[src/rtl/pixel_readout.sv]
// rtl/pixel_readout.sv - captures per-pixel ADC samples during the read phase into a FWFT stream FIFO
module pixel_readout #(
  parameter int pixel_count = 4,
  parameter int data_width  = 8,
  parameter int fifo_depth  = 8
) (
  input  logic                           clk,
  input  logic                           reset,
  input  logic                           read,
  input  logic [$clog2(pixel_count)-1:0] pixel_select,
  input  logic [data_width-1:0]          pixel_data,
  input  logic                           out_ready,
  output logic                           out_valid,
  output logic [data_width-1:0]          out_data,
  output logic [$clog2(pixel_count)-1:0] out_pixel,
  output logic                           out_last,
  output logic [$clog2(fifo_depth):0]    fifo_level,
  output logic                           overflow,
  output logic                           frame_error,
  output logic [15:0]                    frame_count
);

  localparam int pw = $clog2(pixel_count);
  localparam int aw = $clog2(fifo_depth);
  localparam int ew = pw + data_width + 1;
  localparam logic [pw-1:0] last_idx = pw'(pixel_count - 1);
  localparam logic [aw:0]   full_lvl = (aw+1)'(fifo_depth);

  typedef enum logic [1:0] {IDLE, CAPTURE, DONE} state_t;

  state_t        state, state_next;
  logic [pw-1:0] expected, expected_next, cur_exp;
  logic          wr_req, wr_last, trunc;

  logic [ew-1:0] mem [fifo_depth];
  logic [aw-1:0] wr_ptr, rd_ptr;
  logic [aw:0]   level;
  logic          full, pop, push;
  logic [ew-1:0] head;

  // IDLE behaves as if expected were already 0 so the first read edge can capture pixel 0
  assign cur_exp = (state == IDLE) ? '0 : expected;

  always_comb begin
    state_next    = state;
    expected_next = expected;
    wr_req        = 1'b0;
    wr_last       = 1'b0;
    trunc         = 1'b0;
    case (state)
      IDLE, CAPTURE: begin
        if (read) begin
          state_next    = CAPTURE;
          expected_next = cur_exp;
          if (pixel_select == cur_exp) begin
            wr_req        = 1'b1;
            wr_last       = (cur_exp == last_idx);
            expected_next = cur_exp + pw'(1);
            if (cur_exp == last_idx) begin
              state_next    = DONE;
              expected_next = '0;
            end
          end
        end else if (state == CAPTURE) begin
          trunc         = 1'b1;
          state_next    = IDLE;
          expected_next = '0;
        end
      end
      DONE: begin
        if (!read) state_next = IDLE;
      end
      default: state_next = IDLE;
    endcase
  end

  always_ff @(posedge clk or negedge reset) begin
    if (!reset) begin
      state    <= IDLE;
      expected <= '0;
    end else begin
      state    <= state_next;
      expected <= expected_next;
    end
  end

  assign full      = (level == full_lvl);
  assign out_valid = (level != '0);
  assign pop       = out_valid & out_ready;
  // a full FIFO still accepts a write when the head leaves on the same edge
  assign push      = wr_req & (~full | pop);

  always_ff @(posedge clk) begin
    if (push) mem[wr_ptr] <= {pixel_select, pixel_data, wr_last};
  end

  always_ff @(posedge clk or negedge reset) begin
    if (!reset) begin
      wr_ptr      <= '0;
      rd_ptr      <= '0;
      level       <= '0;
      overflow    <= 1'b0;
      frame_error <= 1'b0;
      frame_count <= '0;
    end else begin
      if (push) wr_ptr <= wr_ptr + aw'(1);
      if (pop)  rd_ptr <= rd_ptr + aw'(1);
      case ({push, pop})
        2'b10:   level <= level + (aw+1)'(1);
        2'b01:   level <= level - (aw+1)'(1);
        default: level <= level;
      endcase
      if (wr_req && full && !pop) overflow <= 1'b1;
      if (trunc) frame_error <= 1'b1;
      // dropped samples still complete the frame so counting tracks the sequencer
      if (wr_req && wr_last) frame_count <= frame_count + 16'd1;
    end
  end

  assign head       = mem[rd_ptr];
  assign out_pixel  = out_valid ? head[ew-1 -: pw] : '0;
  assign out_data   = out_valid ? head[data_width:1] : '0;
  assign out_last   = out_valid ? head[0] : 1'b0;
  assign fifo_level = level;

endmodule

[config.mk]
export PLATFORM = sky130hd
export DESIGN_NAME = pixel_readout
export DESIGN_NICKNAME = d
export VERILOG_FILES = /design/src/rtl/pixel_readout.sv
export SDC_FILE = /design/constraint.sdc
export NUM_CORES = 1
export LEC_CHECK = 0
export ABC_AREA = 0
export CORE_MARGIN = 2
export CORE_UTILIZATION = 31
export DETAILED_ROUTE_END_ITERATION = 10
export HOLD_SLACK_MARGIN = 0.15
export MAX_ROUTING_LAYER = met4
export PLACE_DENSITY = 0.46
export SLEW_MARGIN = 0
export SYNTH_ARGS = -nofsm -noshare
export SYNTH_HDL_FRONTEND = slang
export SYNTH_SLANG_ARGS = --single-unit
[constraint.sdc]
create_clock -name clk -period 4.1 [get_ports clk]
set_input_delay 0.41 -clock clk [delete_from_list [all_inputs] [get_ports clk]]
set_output_delay 0.41 -clock clk [all_outputs]
set_load 0.03 [all_outputs]
==> metrics.yaml <==
htreeDepth: 4
grt_max_degree: 33
synth_edf_count: 88
p_int_uw: 2860
status: "finished, final reports clean"
clockBufferDepth: 2
synthDominantCellAreaShare_pct: 52.4
synthesis.nets: 320
rows: 46
ios: 48
avgRoutedWirePerCell_um: 17.3
crit_path_start_kind: "flip-flop"
grt_pass1_vias: 2931
cts-hold-fix-buffers: 0
max_slew_margin_pct: 44.6
drt_first_pass_iters: 4
crit_fanout: 24
cp.arrival_ps: 2660
fin_nets: 389
power_switching_uw: 1280
finalHoldViolCount: 0
num_antenna_cells: 0
yosys.area.top_type: "edfxtp_1"
gp_congestion: 0.705
clkTransAtPathRegs_ps: 50
avgSynthCellArea_um2: 16.7
routed_wl_um: 10300
dpl_cell_area_um2: 5840
max-vdd-ir-drop_mv: 0.286
grt_overflow_total: 0
ys_ff_latch: 120
yosysWarnings: 0
hpwl_um: 6520
die_w_um: 132
worst_slew_pin_slew_ps: 831
yosys-top-cells-count: "edfxtp_1 (88), dfrtp_1 (32), nor2_1 (23), xnor2_1 (23), mux4_2 (22)"
yosysSeqAreaShare_pct: 68.3
grt_usage_pct: 13.1
syn_inst: 301
pwr-share-seq_pct: 36.5
root_buffer: "clkbuf_16"
holdWs_ps: 411
place_ws_ps: 1040
area_delta_synth_final_pct: 26.9
die_y_um: 132
min_period_ps: 3070
port_buffers: 47
cts_setup_buffers: 0
dp_cells: 567
final_max_slew_viol_count: 0
p_clk_share_pct: 33.9
async_flop_share_pct: 26.7
cts_sinks: 120
start_util_pct: 31.7
cts_buffers: 17
setup_viol: 0
dieArea_um2: 17300
swShare_pct: 31.0
viasPerCell: 4.64
synth_ff_type: "edfxtp_1"
cts_tree: "done"
powerDensity_nw_per_um2: 647
synth_cell_types: 47
worst_setup_path_end_kind: "output pin"
fin_cells: 598
drive_gt1_share_pct: 21.5
skew_ps: 9.00
drtIter0Drc: 121
yosys.cell_count.top_type: "edfxtp_1"
p_leak_uw: 0.00229
period_share_pct: 74.8
rsz0062_at_grt: "false"
drv_cap: 0
clk_latency_ps: 410
crit_required_ps: 3690
cts_resized: 0
fillers: 1504
via_count: 2775
max_freq_mhz: 326
syn_area_um2: 5040
drcViolationCount: 0
antenna_found_initial: 0
comb_power_share_pct: 29.7
synthTopCellsByArea: "edfxtp_1 (52%), dfrtp_1 (16%), mux4_2 (9.8%)"
worstSetupPathType: "flip-flop to output pin"
setup_tns_ps: 0
hp-class: "primary input to async pin"
coreArea_um2: 15900
design_area_um2: 6390
fin_ws_ps: 1030
grt_pass1_wl_um: 16500
antenna_left: 0
cells in the final DEF, fill, tap and decap left out, types with 2 or more instances in the layout:
master           Yosys  layout
mux4_2              22      22
bufinv_16            0       2
nand3_1             10      10
and2_1               2       2
clkinv_2             0       5
nor3_1               5       5
nor2b_1              2       2
nor2_1              23      23
ha_1                 5       5
o21ai_0              2       2
clkdlybuf4s50_1      0      47
a311oi_1             2       2
nand2_2              2       2
edfxtp_1            88      88
mux2_4               2       2
xnor2_1             23      23
nor4_2               1       2
mux2_2               2       2
dfrtp_1             32      32
buf_4                2      16
inv_6                0       2
nand4_1              8       8
mux2_1               2       2
a21oi_1              4       4
and3_1               8       8
nand2_1              9       9
mux2i_1             12      12
nand2b_1             3       3
clkbuf_16            0      17
clkinvlp_4           0       2
stage by stage:
stage | total power, uW | utilization [%]
2_1_floorplan | 2340 | -
3_3_place_gp | 2780 | 36.7
3_5_place_dp | 2790 | 36.7
4_1_cts | 4210 | 40.3
5_1_grt | 4340 | 40.3
6_report | 4140 | 40.3
worst paths after layout:
kind	startpoint	endpoint	slack (ps)	cells past startpoint
worst min-delay path	reset	fifo_level[0]	410	2
worst max register to register	state[1]	fifo_level[2]	1700	9
min in group clk	frame_error	frame_error	460	1
worst min register to register	frame_error	frame_error	460	1
worst max-delay path	rd_ptr[0]	out_pixel[1]	1030	5
max in group asynchronous	reset	expected[0]	3380	2
area by class of cell:
cell class                 instances  area, um^2  area share, %
multi-input combinational        166        1520           23.8
clock buffer                      18         429           6.71
clock inverter                    13         130           2.03
tap                              216         270           4.23
inverter                           2        7.51          0.117
sequential                       120        3440           53.8
timing repair buffer              63         591           9.23
kinds of logic after synthesis:
family / synth area share (%)
compound gates: 2.14
buf+inv: 1.56
mux: 13.7
flops: 68.3
fa+ha+maj: 1.24
simple gates: 8.86
xor+xnor: 4.17
flip-flops by register name, indices dropped and copies added, names as in the netlist:
signal	cells
expected	2
fifo_level	4
frame_count	16
frame_error	1
mem	88
overflow	1
rd_ptr	3
state	2
wr_ptr	3
layer usage:
metal | vias up | wire (um) | global-route usage (%)
li1 | 1304 | - | -
met1 | 1416 | 4890 | 16.8
met2 | 44 | 4980 | 19.7
met3 | 11 | 298 | 3.20
met4 | 0 | 157 | 5.80
met5 | - | 0 | -
critical path: stages (launching register included):
cell,delay [ps]
dfrtp_1,320
buf_4,440
mux4_2,580
mux2i_1,240
nor2_1,70
clkdlybuf4s50_1,600
power by group through the flow:
stage / clock network (uW) / logic [uW] / registers (uW)
2_1_floorplan: 0 / 819 / 1520
3_3_place_gp: 0 / 1250 / 1530
3_5_place_dp: 0 / 1250 / 1530
4_1_cts: 1440 / 1250 / 1510
5_1_grt: 1490 / 1330 / 1520
6_report: 1400 / 1230 / 1510
No activity file was read; power rests on OpenSTA's default activity.
